File: src/rtl/serial_sub_pkg.sv
// ---------------------------------------------------------------------------
// serial_sub_pkg
//   Shared definitions for the bit-serial subtractor:
//     - state_e   : FSM state encoding (IDLE / SHIFT / DONE)
//     - cnt_width : width of the bit counter for a given operand width
// ---------------------------------------------------------------------------
package serial_sub_pkg;

    typedef enum logic [1:0] {
        IDLE  = 2'd0,
        SHIFT = 2'd1,
        DONE  = 2'd2
    } state_e;

    // The counter only needs to reach WIDTH-1. The guard keeps a 1-bit
    // counter for degenerate widths.
    function automatic int cnt_width(input int w);
        return (w < 2) ? 1 : $clog2(w);
    endfunction

endpackage

File: src/rtl/full_subtractor_cell.sv
// ---------------------------------------------------------------------------
// full_subtractor_cell
//   One-bit full subtractor: computes a - b - bin.
//   Ports:
//     a, b  : operand bits
//     bin   : borrow in
//     d     : difference bit
//     bout  : borrow out (1 when a < b + bin)
// ---------------------------------------------------------------------------
module full_subtractor_cell (
    input  logic a,
    input  logic b,
    input  logic bin,
    output logic d,
    output logic bout
);

    logic a_xor_b;

    assign a_xor_b = a ^ b;
    assign d       = a_xor_b ^ bin;
    // Borrow when a=0,b=1, or when the bits are equal and a borrow arrives.
    assign bout    = (~a & b) | (~a_xor_b & bin);

endmodule

File: src/rtl/serial_subtractor.sv
// ---------------------------------------------------------------------------
// serial_subtractor
//   Bit-serial WIDTH-bit subtractor computing A - B - Bin, LSB first, one bit
//   per clock through a single full_subtractor_cell and a registered borrow.
//
//   Optional feature macro: SERIAL_SUB_OVF_EN adds the signed overflow
//   output ovf. Without it the port and its logic are absent.
//
//   Ports:
//     clk, rst_n        : clock, asynchronous active-low reset
//     start_valid/ready : operation request handshake (a_in, b_in, bin)
//     a_in, b_in, bin   : operands, sampled only on the start handshake
//     done_valid/ready  : result handshake
//     diff_out, bout    : result and final borrow, 0 outside DONE
//     ovf               : signed overflow (SERIAL_SUB_OVF_EN only)
//     busy              : high in SHIFT or DONE
//     state_dbg         : current FSM state, for observation only
//
//   Handshake rule (both interfaces): a transfer happens on a rising edge
//   where valid and ready are both high. ready never depends on valid in the
//   same cycle, and every output here comes straight from a register or a
//   decode of the state register.
// ---------------------------------------------------------------------------
module serial_subtractor
    import serial_sub_pkg::*;
#(
    parameter int WIDTH = 8
) (
    input  logic             clk,
    input  logic             rst_n,
    input  logic             start_valid,
    output logic             start_ready,
    input  logic [WIDTH-1:0] a_in,
    input  logic [WIDTH-1:0] b_in,
    input  logic             bin,
    output logic             done_valid,
    input  logic             done_ready,
    output logic [WIDTH-1:0] diff_out,
    output logic             bout,
`ifdef SERIAL_SUB_OVF_EN
    output logic             ovf,
`endif
    output logic             busy,
    output logic [1:0]       state_dbg
);

    localparam int CNT_W = cnt_width(WIDTH);
    localparam logic [CNT_W-1:0] CNT_LAST = CNT_W'(WIDTH - 1);

    state_e           state_q, state_d;
    logic [WIDTH-1:0] a_q, a_d;
    logic [WIDTH-1:0] b_q, b_d;
    logic [WIDTH-1:0] diff_q, diff_d;
    logic             borrow_q, borrow_d;
    logic [CNT_W-1:0] cnt_q, cnt_d;
`ifdef SERIAL_SUB_OVF_EN
    logic             ovf_q, ovf_d;
`endif

    logic cell_d;
    logic cell_bout;

    full_subtractor_cell u_cell (
        .a    (a_q[0]),
        .b    (b_q[0]),
        .bin  (borrow_q),
        .d    (cell_d),
        .bout (cell_bout)
    );

    always_comb begin
        state_d  = state_q;
        a_d      = a_q;
        b_d      = b_q;
        diff_d   = diff_q;
        borrow_d = borrow_q;
        cnt_d    = cnt_q;
`ifdef SERIAL_SUB_OVF_EN
        ovf_d    = ovf_q;
`endif
        case (state_q)
            IDLE: begin
                if (start_valid) begin
                    a_d      = a_in;
                    b_d      = b_in;
                    borrow_d = bin;
                    cnt_d    = '0;
                    diff_d   = '0;
`ifdef SERIAL_SUB_OVF_EN
                    ovf_d    = 1'b0;
`endif
                    state_d  = SHIFT;
                end
            end
            SHIFT: begin
                a_d      = {1'b0, a_q[WIDTH-1:1]};
                b_d      = {1'b0, b_q[WIDTH-1:1]};
                diff_d   = {cell_d, diff_q[WIDTH-1:1]};
                borrow_d = cell_bout;
                cnt_d    = cnt_q + CNT_W'(1);
                if (cnt_q == CNT_LAST) begin
                    state_d = DONE;
`ifdef SERIAL_SUB_OVF_EN
                    // On the last bit the register LSBs hold the operand MSBs.
                    ovf_d = (a_q[0] != b_q[0]) & (cell_d != a_q[0]);
`endif
                end
            end
            DONE: begin
                if (done_ready) begin
                    state_d = IDLE;
                end
            end
            default: state_d = IDLE;
        endcase
    end

    always_ff @(posedge clk or negedge rst_n) begin
        if (!rst_n) begin
            state_q  <= IDLE;
            a_q      <= '0;
            b_q      <= '0;
            diff_q   <= '0;
            borrow_q <= 1'b0;
            cnt_q    <= '0;
`ifdef SERIAL_SUB_OVF_EN
            ovf_q    <= 1'b0;
`endif
        end else begin
            state_q  <= state_d;
            a_q      <= a_d;
            b_q      <= b_d;
            diff_q   <= diff_d;
            borrow_q <= borrow_d;
            cnt_q    <= cnt_d;
`ifdef SERIAL_SUB_OVF_EN
            ovf_q    <= ovf_d;
`endif
        end
    end

    // Results are gated by the state register so partial shift contents and
    // the in-flight borrow are never visible.
    assign start_ready = (state_q == IDLE);
    assign done_valid  = (state_q == DONE);
    assign busy        = (state_q == SHIFT) || (state_q == DONE);
    assign diff_out    = done_valid ? diff_q : '0;
    assign bout        = done_valid & borrow_q;
`ifdef SERIAL_SUB_OVF_EN
    assign ovf         = done_valid & ovf_q;
`endif
    assign state_dbg   = state_q;

endmodule

File: config.mk
export PLATFORM = sky130hd
export DESIGN_NAME = serial_subtractor
export DESIGN_NICKNAME = d
export VERILOG_FILES = /design/src/rtl/serial_sub_pkg.sv /design/src/rtl/full_subtractor_cell.sv /design/src/rtl/serial_subtractor.sv
export SDC_FILE = /design/constraint.sdc
export NUM_CORES = 1
export LEC_CHECK = 0
export ABC_AREA = 0
export CAP_MARGIN = 20
export CELL_PAD_IN_SITES_DETAIL_PLACEMENT = 1
export CELL_PAD_IN_SITES_GLOBAL_PLACEMENT = 1
export CORE_MARGIN = 8
export CORE_UTILIZATION = 34
export DETAILED_ROUTE_END_ITERATION = 8
export PLACE_DENSITY_LB_ADDON = 0.1
export SYNTH_ARGS = -nofsm -noshare
export SYNTH_HDL_FRONTEND = slang
export SYNTH_SLANG_ARGS = --single-unit
File: constraint.sdc
create_clock -name clk -period 1.6 [get_ports clk]
set_input_delay 0.16 -clock clk [delete_from_list [all_inputs] [get_ports clk]]
set_output_delay 0.16 -clock clk [all_outputs]
set_load 0.01 [all_outputs]
After elaboration in Yosys (flattened, before gate mapping)
Index checks and enable logic that the tools add are counted.
W data, S select, Z words.
{"block": "word_totals", "ff_bits": 30, "wordCells": 41, "output_inout_bits": 14, "inputBits": 21}
{"block": "classes", "n_reduce_logical": 5, "eq_ne": 6, "add_sub_neg": 1, "bitwise": 8, "n_mux": 15}
{"operator": "$pmux W8 S2", "count": 3}
{"operator": "$mux W8", "count": 4}
{"operator": "$mux W2", "count": 3}
{"operator": "$pmux W2 S3", "count": 1}
{"operator": "$pmux W3 S2", "count": 1}
{"operator": "$ne A2 B2 Y1 const B", "count": 2}
{"operator": "$add A3 B1 Y3 const B", "count": 1}
{"operator": "$and A1 B1 Y1", "count": 3}
{"operator": "$eq A3 B3 Y1 const B", "count": 1}
{"operator": "$mux W3", "count": 1}
{"operator": "$reduce_and A3 Y1", "count": 1}
{"operator": "$eq A2 B1 Y1 const B", "count": 1}
{"operator": "$eq A2 B2 Y1 const B", "count": 1}
{"operator": "$logic_not A2 Y1", "count": 1}
{"operator": "$ne A2 B1 Y1 const B", "count": 1}
{"operator": "$not A1 Y1", "count": 2}
{"operator": "$pmux W1 S2", "count": 1}
{"operator": "$reduce_and A2 Y1", "count": 1}
{"operator": "$reduce_bool A2 Y1", "count": 1}
{"operator": "$xor A1 B1 Y1", "count": 2}
{"operator": "$logic_or A1 B1 Y1", "count": 1}
{"operator": "$mux W1", "count": 1}
{"operator": "$or A1 B1 Y1", "count": 1}

Logic depth before layout (Yosys ltp)
Gate-level depths: netlist of run 1.
{"block": "logic_depth", "depth_word": 5, "depth_mapped": 6, "depth_no_buf": 5}

Hierarchy
From an unflattened synthesis of run 1, not the netlist that was laid out.
{"block": "unflattened", "hier_cells": 129, "hier_area_um2": 1452.6}
{"module": "serial_subtractor", "instances": 1, "cells_each": 125, "area_per_inst_um2": 1421.4}
{"module": "full_subtractor_cell", "instances": 1, "cells_each": 4, "area_per_inst_um2": 31.3}

Worst setup path before layout of run 1
No wires, ideal clock.
{"block": "synth_path", "path_kind": "flip-flop to flip-flop", "from": "register state_q[0], in the netlist state_dbg[0]", "to": "register state_q[0], in the netlist state_dbg[0]", "setup_slack_ns": -0.083, "path_stages_with_launch": 6, "arrival_time_ns": 1.558, "t_required_ns": 1.475, "path_buffers": 0, "setup_ns": 0.125, "cell_sequence": "dfrtp_1 -> inv_1 -> ha_1 -> nor2b_2 -> a221oi_2 -> mux2_2"}
{"block": "synth_via", "elab_chain_len": 3, "elab_cells_between_ends": 8, "cone_classes": "eq/ne (5); mux (1); reduce/logical (2)"}
{"element": "start: declaration", "line": "serial_subtractor.sv:50", "text": "state_e state_q, state_d;"}
{"element": "start signal: assignment", "line": "serial_subtractor.sv:130", "text": "state_q <= state_d;"}
{"element": "$logic_not A2 Y1 *"}
{"element": "via start_ready", "line": "serial_subtractor.sv:32", "text": "output logic start_ready,"}
{"element": "$ne A2 B2 Y1 (no source line)"}
{"element": "$reduce_and A3 Y1 (no source line)"}
The timed path passes the listed nets; every way through them passes the cells marked *.
A chain may end at the register's enable or synchronous reset.

Worst setup path after layout of run 1
{"block": "layout_path", "from": "register state_q[1], in the netlist state_dbg[1]", "to": "register state_q[1], in the netlist state_dbg[1]"}
{"block": "layout_via", "elab_chain_len": 3, "elab_cells_between_ends": 8, "cone_classes": "eq/ne (5); mux (1); reduce/logical (2)"}
{"element": "$eq A2 B1 Y1, or another cell as far along", "line": "serial_subtractor.sv:81", "text": "case (state_q)"}
{"element": "$ne A2 B2 Y1 (no source line) / $ne A2 B1 Y1 (equally long branches)"}
{"element": "$reduce_and A3 Y1 (no source line)"}
Parallel ways exist; a longest one is shown, timed or not.

==> metrics.md, run 1 <==
| Metric | Value |
|---|---|
| Minimum clock period | 1.63 ns |
| Initial antenna violation count | 0 |
| Synth Area per Inst | 11.3 sq um |
| Wire per inst | 15.0 um |
| Predominant post-synthesis flop cell | dfrtp_1 |
| Ant diodes | 0 |
| WP data arrival | 1.80 ns |
| Worst vdd ir | 0.000705 V |
| Dpl hpwl | 2560 um |
| Post-Synth XOR/XNOR Area | 0% |
| Max Fanout on Critical Path | 9 |
| Final Max Slew Viols | 0 |
| Synth area leader | dfrtp_1 |
| Leakage | 1.00 nW |
| Post-synthesis compound-gate area fraction | 13.0% |
| Post-synth ARST share | 100% |
| Hold Path Class | in -> async |
| Hold Vio Cnt, Final | 0 |
| Peak per-stage delay on the critical path | 0.45 ns |
| GRT Residual Overflow | 0 |
| Std cell rows | 23 |
| Slowest-stage cell, CP | dfrtp_2 |
| # IOs | 35 |
| CTS clk-pin slew, worst paths | 0.07 ns |
| Count leader, synth | dfrtp_1 |
| Failing checks | negative setup slack |
| Total number of vias | 1091 |
| Synth Area in Simple Gates | 10.6% |
| Mux contribution to synthesized area | 13.6% |
| Syn Nets | 157 |
| CP required | 1.77 ns |
| DRC | 0 |
| H-tree depth | 2 |
| Worst-Skew Late Latency | 0.28 ns |
| IO buf count | 34 |
| Crit start category | register |
| Share of cells above drive strength 1 | 20.9% |
| Slew @ Worst Pin | 0.427 ns |
| Core area | 4060 sq um |
| GRT Total Usage | 11.7% |
| Post-place instance area | 1950 sq um |
| Synth unique cells | 19 |
| Max Cap Violations | 0 |
| Final Cell Area | 2120 sq um |
| Cell mode on critical path | buf_6 |
| WL final | 3390 um |
| Min Hold Slack | 0.274 ns |
| FF-to-FF setup slack | -0.03 ns |
| DR iter-0 viols | 41 |
| Max-slew headroom | 71.4% |
| Main combinational cell family by area after synthesis | multiplexers |
| Post-route ant nets | 0 |
| Starting Density | 35.8% |
| Root buffer cell | clkbuf_8 |
| Min setup slack post-route | -0.0291 ns |
| Number of flops mapped to enable cells by yosys | 0 |
| Synth top cells by count | dfrtp_1, nand2_1, o21ai_0 |
| Critical path class | reg -> reg |
| CTS tree | yes |
| Clk_skew | 0.00510 ns |
| Total clock buffers created by CTS | 5 |
| Die H | 81.4 um |
| Sink Count | 30 |
| Yosys warns | 0 |
| Total power draw | 4.22 mW |
| Post-synth top area share | 51.7% |
| Pwr/cell area | 1990 nW/um^2 |
| RD Place Congestion | 0.725 |
| CP Cell Sequence | ha_4 -> buf_6 -> buf_6 -> a221oi_4 -> mux2_4 |
| Achievable Freq | 614 MHz |
| Synth Register Bits | 30 |
| Layout area overhead | 46.1% |
| Finish-stage setup viols | 2 |
| Period utilization | 102% |
| Post-Synthesis Cells | 129 |
| Drt via density | 4.81 |
| Result of the run | finished, violations left |
| Post-Syn Area | 1450 sq um |
| Nets | 204 |
| DIE AREA | 6620 sq um |
| Synth top area cells | dfrtp_1, mux2i_1, a22o_1 |
| RSZ-0062 raised after global routing | true |
| Bufs on Longest Clock Path | 2 |
| Die width | 81.4 um |
| Vias in the first global route | 1221 |
| Adder-cell share of the synthesized area | 6.55% |
| CP endpoint kind | register |
| Post-synthesis sequential area ratio | 51.7% |
| Global-route wire length before repair | 5860 um |
| TritonRoute pass-1 iters | 3 |
| Maximum number of pins on one net before global-route repair | 31 |
## power by group
| part | internal [mW] | switching, mW |
|---|---|---|
| logic | 1.03 | 0.920 |
| registers | 1.10 | 0.212 |
| clock network | 0.664 | 0.294 |
## through the flow
| step | TNS, ns | setup slack, ns | cells | util, % |
|---|---|---|---|---|
| after floorplan | 0 | 0.00443 | 129 | - |
| after global placement | -0.242 | -0.0507 | 217 | 48.0 |
| after detailed placement | -1.48 | -0.119 | 217 | 48.0 |
| after CTS | -0.0586 | -0.0391 | 227 | 52.3 |
| after global routing | -0.779 | -0.0756 | 227 | 52.3 |
| final | -0.0564 | -0.0291 | 227 | 52.3 |
## final timing paths
path	start	endpoint	depth (start not counted)
min in group clk	a_in[7]	a_q[7]	3
worst min register to register	a_q[2]	a_q[2]	2
worst max-delay path	state_dbg[1]	state_dbg[1]	5
worst min-delay path	rst_n	diff_q[0]	2
max in group asynchronous	rst_n	state_dbg[1]	2
worst max register to register	state_dbg[1]	state_dbg[1]	5
## sequential cells by signal (all words and copies together), names as in the netlist
signal     count
diff_q         8
state_dbg      2
b_q            8
borrow_q       1
cnt_q          3
a_q            8
## layer usage
layer / share of wire, % / wire length (um) / track usage (%) / up-vias
met5: 0 / 0 / 0 / -
met4: 1.7 / 58 / 4.82 / 0
met3: 6.5 / 219 / 5.41 / 6
met2: 51 / 1730 / 19.6 / 24
met1: 41 / 1390 / 12.5 / 527
li1: - / - / - / 534
## logic make-up after synthesis
logic type | after synthesis
compound gates | 28
buf+inv | 14
flops | 30
fa+ha+maj | 7
mux | 19
simple gates | 31
## placed cells by master (no fill, tap or decap), drive strengths merged
master,Yosys,layout
dfrtp,30,30
clkdlybuf4s50,0,22
nand2,18,18
o21ai,16,16
mux2i,16,16
buf,6,15
a22o,10,10
and2,9,9
dlygate4sd2,0,8
clkbuf,1,7
inv,7,7
ha,6,6
nor2b,3,3
mux2,3,3
bufinv,0,2
a221oi,1,1
nand4b,1,1
a31oi,1,1
fa,1,1
clkdlybuf4s15,0,1
## worst max-delay path, delay by kind of cell (launching register included)
| kind | cells | cell delay, ns |
|---|---|---|
| adders and majority gates | 1 | 0.20 |
| muxes | 1 | 0.33 |
| DFF | 1 | 0.45 |
| AOI/OAI and AO/OA | 1 | 0.31 |
| buffers and inverters | 2 | 0.22 |
## repair_timing
action | in CTS | in global routing
setup buffers | 2 | 0
pin swaps | 2 | 2
hold buffers | 0 | 0
gates resized for setup | 27 | 3
endpoints found under the setup margin | 25 | 28
## final cells by class
class / instances / area (sq um)
fillers: 429 / 1940
inverters: 7 / 26.3
repair buffers: 47 / 445
clock inverters: 2 / 60.1
flip-flops and latches: 30 / 752
clock buffers: 6 / 82.6
multi-input cells: 85 / 693
well taps: 50 / 62.6
No activity file was read; power rests on OpenSTA's default activity.
==> run 2: changes to the inputs <==
--- a/config.mk
+++ b/config.mk
@@ -6,6 +6,7 @@
 export NUM_CORES = 1
 export LEC_CHECK = 0
 export ABC_AREA = 0
+export ABC_CLOCK_PERIOD_IN_PS = 1600
 export CAP_MARGIN = 20
 export CELL_PAD_IN_SITES_DETAIL_PLACEMENT = 1
 export CELL_PAD_IN_SITES_GLOBAL_PLACEMENT = 1
==> results of run 2 <==
No change in the layout: final DEF, timing and power equal those of run 1.
